$ cat config.mk
export PLATFORM = sky130hd
export DESIGN_NAME = channel_entry_arb
export DESIGN_NICKNAME = d
export VERILOG_FILES = /design/src/rtl/channel_entry_pkg.sv /design/src/rtl/channel_entry_arb_rr_find_first.sv /design/src/rtl/channel_entry_arb.sv
export SDC_FILE = /design/constraint.sdc
export NUM_CORES = 1
export LEC_CHECK = 0
export CAP_MARGIN = 30
export CORE_UTILIZATION = 30
export CTS_CLUSTER_SIZE = 25
export DETAILED_ROUTE_END_ITERATION = 10
export SLEW_MARGIN = 30
export SYNTH_ARGS = -nofsm -noshare
export SYNTH_HDL_FRONTEND = slang
export SYNTH_HIERARCHICAL = 1
export SYNTH_SLANG_ARGS = --single-unit
$ cat constraint.sdc
create_clock -name clk_i -period 13.8 [get_ports clk_i]
set_clock_uncertainty 0.2 [all_clocks]
set_input_delay 2.76 -clock clk_i [delete_from_list [all_inputs] [get_ports clk_i]]
set_output_delay 2.76 -clock clk_i [all_outputs]
set_load 0.05 [all_outputs]
$ cat src/rtl/channel_entry_pkg.sv
// Shared definitions for the channel entry arbiter: default entry count,
// index-width helper and the grant lock state encoding.
package channel_entry_pkg;

    localparam int CHANNEL_ENTRY_NUM = 5;

    // Width of an entry index for n entries; never narrower than one bit.
    function automatic int id_width(input int n);
        return (n <= 2) ? 1 : $clog2(n);
    endfunction

    typedef enum logic {
        LOCK_IDLE   = 1'b0,
        LOCK_LOCKED = 1'b1
    } lock_state_e;

endpackage

$ cat src/rtl/channel_entry_arb_rr_find_first.sv
// Rotate-and-first-find: picks the first set bit of valid_i at or after
// start_i, wrapping modulo N. Purely combinational.
module rr_find_first #(
    parameter int N = 5,
    parameter int W = 3
) (
    input  logic [N-1:0] valid_i,
    input  logic [W-1:0] start_i,
    output logic         found_o,
    output logic [W-1:0] index_o
);

    localparam logic [W:0] N_W = (W+1)'(N);

    // Candidates are formed in W+1 bits and folded back below N, so no
    // index at or beyond N is ever used to select a valid bit.
    always_comb begin
        logic [W:0] cand;
        found_o = 1'b0;
        index_o = start_i;
        cand    = '0;
        for (int k = 0; k < N; k++) begin
            cand = {1'b0, start_i} + (W+1)'(k);
            if (cand >= N_W) begin
                cand = cand - N_W;
            end
            if (!found_o && valid_i[cand[W-1:0]]) begin
                found_o = 1'b1;
                index_o = cand[W-1:0];
            end
        end
    end

endmodule

$ cat src/rtl/channel_entry_arb.sv
// Round-robin arbiter over channel entries with valid/ready grant handshake.
// Define CHANNEL_ENTRY_ARB_HOLD_EN to keep a stalled grant stable (lock FSM).
module channel_entry_arb
    import channel_entry_pkg::*;
#(
    parameter int NUM_ENTRY = CHANNEL_ENTRY_NUM,
    parameter int ID_W      = id_width(NUM_ENTRY)
) (
    input  logic                 clk_i,
    input  logic                 rst_i,
    input  logic [NUM_ENTRY-1:0] entry_valid_i,
    input  logic                 grant_ready_i,
    output logic                 grant_valid_o,
    output logic [ID_W-1:0]      grant_id_o,
    output logic [NUM_ENTRY-1:0] grant_onehot_o,
    output logic [ID_W-1:0]      read_ptr_o,
    output lock_state_e          lock_state_o
);

    // Grant handshake: a grant transfers in any cycle where grant_valid_o and
    // grant_ready_i are both high; the pointer advances only on that cycle.

    localparam logic [ID_W:0] N_W = (ID_W+1)'(NUM_ENTRY);

    logic [ID_W-1:0] read_ptr_q;
    logic [ID_W-1:0] read_ptr_d;
    logic [ID_W:0]   ptr_sum;
    logic            find_found;
    logic [ID_W-1:0] find_idx;
    logic            arb_valid;
    logic [ID_W-1:0] arb_id;
    logic            handshake;

    rr_find_first #(
        .N (NUM_ENTRY),
        .W (ID_W)
    ) u_find (
        .valid_i (entry_valid_i),
        .start_i (read_ptr_q),
        .found_o (find_found),
        .index_o (find_idx)
    );

`ifdef CHANNEL_ENTRY_ARB_HOLD_EN
    lock_state_e     state_q;
    lock_state_e     state_d;
    logic [ID_W-1:0] lock_id_q;
    logic [ID_W-1:0] lock_id_d;
    logic            lock_hit;

    always_ff @(posedge clk_i or posedge rst_i) begin
        if (rst_i) begin
            state_q   <= LOCK_IDLE;
            lock_id_q <= '0;
        end else begin
            state_q   <= state_d;
            lock_id_q <= lock_id_d;
        end
    end

    // A held grant survives only while its entry still requests; once it
    // drops, the normal search result is presented in the same cycle.
    always_comb begin
        lock_hit  = (state_q == LOCK_LOCKED) && entry_valid_i[lock_id_q];
        arb_valid = lock_hit | find_found;
        arb_id    = lock_hit ? lock_id_q : find_idx;
        state_d   = LOCK_IDLE;
        lock_id_d = lock_id_q;
        if (arb_valid && !grant_ready_i) begin
            state_d   = LOCK_LOCKED;
            lock_id_d = arb_id;
        end
    end

    assign lock_state_o = state_q;
`else
    always_comb begin
        arb_valid = find_found;
        arb_id    = find_idx;
    end

    assign lock_state_o = LOCK_IDLE;
`endif

    assign handshake = arb_valid & grant_ready_i;

    always_comb begin
        ptr_sum = {1'b0, arb_id} + (ID_W+1)'(1);
        if (ptr_sum >= N_W) begin
            ptr_sum = ptr_sum - N_W;
        end
        read_ptr_d = handshake ? ptr_sum[ID_W-1:0] : read_ptr_q;
    end

    always_ff @(posedge clk_i or posedge rst_i) begin
        if (rst_i) begin
            read_ptr_q <= '0;
        end else begin
            read_ptr_q <= read_ptr_d;
        end
    end

    // Outputs are forced quiet while reset is held, whatever the requests.
    always_comb begin
        grant_valid_o = arb_valid & ~rst_i;
        grant_id_o    = rst_i ? '0 : arb_id;
        read_ptr_o    = rst_i ? '0 : read_ptr_q;
        for (int k = 0; k < NUM_ENTRY; k++) begin
            grant_onehot_o[k] = grant_valid_o && (arb_id == ID_W'(k));
        end
    end

endmodule

== Word level (Yosys, flattened, before mapping) ==
Cells that the tools add are included.

* Bitwise logic cells: 3
* Multiplexer cells: 28
* Reductions and logical operators: 14
* Equality and inequality tests: 4
* $lt $le $gt $ge: 11
* Add/sub/neg operators: 11

{| class="wikitable"
|+ Operators with widths
! kind !! count
|-
| $mux 3 || 13
|-
| $ge 4x3->1 const B || 5
|-
| $lt 3x4->1 const B || 5
|-
| $sub 3x3->3 const B || 6
|-
| $bmux 1 s3 || 5
|-
| $mux 1 || 10
|-
| $logic_and 1x1->1 || 9
|-
| $add 3x1->4 const B || 2
|-
| $add 3x2->4 const B || 2
|-
| $eq 3x2->1 const B || 2
|-
| $add 3x3->4 const B || 1
|-
| $logic_not 1->1 || 4
|-
| $eq 3x1->1 const B || 1
|-
| $eq 3x3->1 const B || 1
|-
| $ge 3x3->1 const B || 1
|-
| $logic_not 3->1 || 1
|-
| $and 1x1->1 || 2
|-
| $not 1->1 || 1
|}

* Output and inout port bits: 13
* Flip-flop bits (word level): 3

== Longest topological paths before layout ==
* Depth after elaboration: 20
* Gate-level depth with buffers: 17

== Cells and area by module ==
The synthesis kept the hierarchy.

{| class="wikitable"
|+ By module, submodules not included
! module !! area each (µm²) !! sequential area each (µm²) !! times used !! cells an instance
|-
| rr_find_first || 958.4 || 0.0 || 1 || 131
|-
| channel_entry_arb || 350.3 || 75.1 || 1 || 44
|}

== Least setup slack after synthesis ==
Ideal clock, no wire load.

* Kind: input to output
* Start: input port entry_valid_i[1]
* End: output port grant_onehot_o[0]
* Data required time: 10.840 ns
* Stages: 9
* Slack: 5.181 ns
* Data arrival time: 5.659 ns
* Cell sequence: clkbuf_1 -> mux2i_1 -> mux2_2 -> o31ai_1 -> a211o_1 -> a21o_1 -> nand3b_1 -> nor2b_1 -> and3_1

* Word-level cells in the longest chain between the ends: 17
* Elaborated cells on any way between the ends: 31
* Those cells by class: mux: 20; bitwise: 1; reduce/logical: 10

{| class="wikitable"
|+ Ends and longest elaborated chain
! item !! line !! RTL
|-
| start, declared || channel_entry_arb.sv:11 || <nowiki>input logic [NUM_ENTRY-1:0] entry_valid_i,</nowiki>
|-
| $bmux 1 s3 || channel_entry_arb_rr_find_first.sv:27 || <nowiki>if (!found_o && valid_i[cand[W-1:0]]) begin</nowiki>
|-
| $mux 1 (not written as such) || channel_entry_arb_rr_find_first.sv:27 ||
|-
| $mux 1 || channel_entry_arb_rr_find_first.sv:27 ||
|-
| $logic_not 1->1 || channel_entry_arb_rr_find_first.sv:27 ||
|-
| $logic_and 1x1->1 || channel_entry_arb_rr_find_first.sv:27 ||
|-
| $mux 1 || channel_entry_arb_rr_find_first.sv:27 ||
|-
| $logic_not 1->1 || channel_entry_arb_rr_find_first.sv:27 ||
|-
| $logic_and 1x1->1 || channel_entry_arb_rr_find_first.sv:27 ||
|-
| (+3 left out) || - ||
|-
| $mux 1 || channel_entry_arb_rr_find_first.sv:27 ||
|-
| $logic_not 1->1 || channel_entry_arb_rr_find_first.sv:27 ||
|-
| $logic_and 1x1->1 || channel_entry_arb_rr_find_first.sv:27 ||
|-
| $mux 1 (*) || channel_entry_arb_rr_find_first.sv:27 ||
|-
| via arb_valid || channel_entry_arb.sv:30 || <nowiki>logic arb_valid;</nowiki>
|-
| $and 1x1->1 (*) || channel_entry_arb.sv:105 || <nowiki>grant_valid_o = arb_valid & ~rst_i;</nowiki>
|-
| via grant_valid_o || channel_entry_arb.sv:13 || <nowiki>output logic grant_valid_o,</nowiki>
|-
| $logic_and 1x1->1 (*) || channel_entry_arb.sv:109 || <nowiki>grant_onehot_o[k] = grant_valid_o && (arb_id == ID_W'(k));</nowiki>
|-
| end, declared || channel_entry_arb.sv:15 || <nowiki>output logic [NUM_ENTRY-1:0] grant_onehot_o,</nowiki>
|}

Mark *: on every way through the listed nets, which the timed path passes. The rest lies on a longest branch. The select of a mux whose other input is x is not followed.

== Worst setup path after layout ==
* Start: input port entry_valid_i[4]
* End: output port grant_onehot_o[3]

* Word-level cells in the longest chain between the ends: 17
* Elaborated cells on any way between the ends: 31
* Those cells by class: eq/ne: 1; mux: 20; bitwise: 1; reduce/logical: 9

{| class="wikitable"
|+ Ends and longest elaborated chain
! item !! line !! RTL
|-
| $bmux 1 s3 || channel_entry_arb_rr_find_first.sv:27 ||
|-
| $mux 1 (not written as such) || channel_entry_arb_rr_find_first.sv:27 ||
|-
| $mux 1 || channel_entry_arb_rr_find_first.sv:27 ||
|-
| $logic_not 1->1 || channel_entry_arb_rr_find_first.sv:27 ||
|-
| $logic_and 1x1->1 || channel_entry_arb_rr_find_first.sv:27 ||
|-
| $mux 1 || channel_entry_arb_rr_find_first.sv:27 ||
|-
| $logic_not 1->1 || channel_entry_arb_rr_find_first.sv:27 ||
|-
| $logic_and 1x1->1 || channel_entry_arb_rr_find_first.sv:27 ||
|-
| (+2 left out) || - ||
|-
| $logic_and 1x1->1 || channel_entry_arb_rr_find_first.sv:27 ||
|-
| $mux 1 || channel_entry_arb_rr_find_first.sv:27 ||
|-
| $logic_not 1->1 || channel_entry_arb_rr_find_first.sv:27 ||
|-
| $logic_and 1x1->1 || channel_entry_arb_rr_find_first.sv:27 ||
|-
| $mux 3 (*) || channel_entry_arb_rr_find_first.sv:27 ||
|-
| via arb_id[0] || channel_entry_arb.sv:31 || <nowiki>logic [ID_W-1:0] arb_id;</nowiki>
|-
| $eq 3x2->1 (*) || channel_entry_arb.sv:109 ||
|-
| $logic_and 1x1->1 (*) || channel_entry_arb.sv:109 ||
|}

Marks and branches as above.

==> impl_metrics.json <==
{
  "use_met3": 0.0150,
  "cts_max_path_buffers": 2,
  "via_per_inst": 5.57,
  "cts_resized": 0,
  "dieWidth_um": 68.1,
  "crit_fanout": 8,
  "netlist_area_um2": 1310,
  "initial_core_util": 0.320,
  "cp-start-kind": "primary input",
  "async_reset_ff_frac": 1.00,
  "final_cells": 243,
  "first_pass_iters": 4,
  "postSynthAreaPerCell_um2": 7.48,
  "finalCritPeriodShare": 0.702,
  "synth.net_count": 198,
  "layout-drive-gt1-share": 0.0829,
  "path_depth": 11,
  "largestRegisters": "read_ptr_q x3",
  "crit_path_end": "grant_onehot_o[3]",
  "ant_nets": 0,
  "grt.busiest_layer": "met2",
  "drc": 0,
  "clk_pin_slew_ps": 30,
  "core_area_um2": 4090,
  "drv_slew": 0,
  "crit_chain": "clkdlybuf4s50_1, or3b_1, mux2_2, o211ai_1, nor2_1, a21o_1, a311oi_2, ha_1, ha_1, and2_1, clkdlybuf4s50_1",
  "cts_tree": "yes",
  "cts_setup_buffers": 0,
  "setup-tns-final_ps": 0,
  "hp-class": "register to register",
  "required_ps": 10840,
  "fill_cells": 426,
  "synthFlopType": "dfrtp_1",
  "clock_latency_ps": 210,
  "cpPeakStageDelay_ps": 790,
  "largest_reg_flops": 3,
  "drtIter0Drc": 80,
  "critPathCaptureType": "output pin",
  "synth-edff-count": 0,
  "most-common-layout-cells": "clkdlybuf4s50_1, nand2_1, ha_1",
  "grtUsageMet2": 0.276,
  "h-tree-depth": 1,
  "diodes": 0,
  "status": "finished, final reports clean",
  "grtUsageMet1": 0.220,
  "worstSetupPathType": "primary input to output pin",
  "cts_buffers": 3,
  "grt_max_degree": 18,
  "place_congestion": 0.840,
  "die_area_um2": 4630,
  "num_io_pins": 21,
  "worst_r2r_path_depth": 16,
  "place_ws_ps": 4140,
  "synthTopCellsByArea": "ha_1, dfrtp_1, mux2i_1",
  "dp_hpwl_mm": 2.64,
  "timing.rr.start": "read_ptr_q[0]$_DFFE_PP0P_",
  "core.rowCount": 23,
  "worst-slew-pin-transition_ps": 752,
  "yosysSeqAreaShare": 0.0574,
  "max_freq_mhz": 103,
  "ys_ff_latch": 3,
  "port_buffers": 19,
  "hold_viol": 0,
  "grt_pass1_wl_mm": 5.88,
  "rsz0062_at_grt": "false",
  "r2r_slack_ps": 8250,
  "synthCells": 175,
  "critPathLaunch": "entry_valid_i[4]",
  "cts_hold_buf": 0,
  "wl_per_cell_um": 13.8,
  "area_growth_pct": 20.8,
  "crit_arrival_ps": 6730,
  "clkSinkCount": 3,
  "finalSetupViolations": 0,
  "slew-limit-headroom": 0.498,
  "period_needed_ps": 9690,
  "die_h_um": 68.1,
  "final.setup.worst_slack_ps": 4110,
  "antenna_found_initial": 0,
  "cts_root_buf": "clkbuf_8",
  "cp_top_family": "buffers and inverters",
  "ys_types": 57,
  "synth_warnings": 6,
  "final_common_cell": "clkdlybuf4s50_1",
  "numPlacedInstances": 239,
  "synth_top_area_frac": 0.134,
  "gr-usage-all-layers": 0.164,
  "final_util": 0.387,
  "grt_pass1_vias": 1279,
  "maxCapViolCount": 0,
  "slowest_stage": "clkdlybuf4s50_1",
  "worst-path-buf-inv": 2,
  "top_register": "read_ptr_q",
  "routed_wl_mm": 3.35,
  "overflow": 0,
  "r2r_end": "read_ptr_q[1]$_DFFE_PP0P_",
  "vias": 1353,
  "synth_top_area_cell": "ha_1",
  "nets": 217
}
-- worst min path at each step --
| stage | end | startpoint | slack [ps] | cells past startpoint |
|---|---|---|---|---|
| 4_1_cts | read_ptr_q[2]$_DFFE_PP0P_ | read_ptr_q[2]$_DFFE_PP0P_ | 570 | 2 |
| 5_1_grt | read_ptr_q[2]$_DFFE_PP0P_ | read_ptr_q[2]$_DFFE_PP0P_ | 630 | 2 |
| 2_1_floorplan | read_ptr_q[0]$_DFFE_PP0P_ | read_ptr_q[0]$_DFFE_PP0P_ | 380 | 2 |
| 3_3_place_gp | read_ptr_q[2]$_DFFE_PP0P_ | read_ptr_q[2]$_DFFE_PP0P_ | 540 | 2 |
| 3_5_place_dp | read_ptr_q[2]$_DFFE_PP0P_ | read_ptr_q[2]$_DFFE_PP0P_ | 560 | 2 |
| 6_report | read_ptr_q[2]$_DFFE_PP0P_ | read_ptr_q[2]$_DFFE_PP0P_ | 560 | 2 |
-- Yosys cell counts (all sizes together) (2+ instances only) --
cell / n
inv: 12
dfrtp: 3
nor3b: 2
mux4: 2
a31oi: 2
a31o: 3
o21ai: 9
nor2: 13
ha: 14
mux2: 4
o211ai: 2
buf: 3
o221ai: 2
a21oi: 9
a21o: 4
mux2i: 7
nand2: 14
or2: 2
a211o: 4
nand2b: 4
and3: 7
xnor2: 4
clkbuf: 2
a311oi: 2
a211oi: 2
nor2b: 8
o31ai: 3
nand3: 4
and2: 3
nor3: 6
-- area by class of cell --
class,count,area (um2),share of cell area
Multi-Input combinational cell,155,1160,0.736
Timing Repair Buffer,19,190,0.120
Sequential cell,3,75.1,0.0475
Tap cell,50,62.6,0.0396
Clock buffer,4,45.0,0.0285
Inverter,12,45.0,0.0285
-- per-layer routing --
metal / up-vias / share of wire
met5: - / 0
met1: 631 / 0.48
met3: 2 / 0.035
met2: 27 / 0.48
met4: 0 / 0.0063
li1: 693 / -
-- logic make-up (layout without fill, tap and decap cells) --
kind of cell	count (synthesis)	in the layout	share of synthesized area
adders and majority gates	15	15	0.149
xor gates and xnor gates	5	5	0.0335
AOI/OAI and AO/OA	50	50	0.288
other	1	1	0.00287
buffers and inverters	17	35	0.0535
muxes	13	13	0.122
DFF	3	3	0.0574
and+or+nand+nor	71	71	0.294
-- stage by stage --
| stage | area (um2) | hold WS [ps] |
|---|---|---|
| 6_report | 1580 | 556 |
| 5_1_grt | 1580 | 628 |
| 4_1_cts | 1580 | 565 |
| 3_5_place_dp | 1540 | 561 |
| 3_3_place_gp | 1540 | 542 |
| 2_1_floorplan | 1310 | 378 |
-- tightest hold or removal path, stage by stage, from the launching register on --
cell	delay, ps
dfrtp_1	520
nand2_1	100
o21ai_0	80
Power is not shown: default switching activity piles up to over one toggle a cycle in this logic, so the estimate is an artifact.
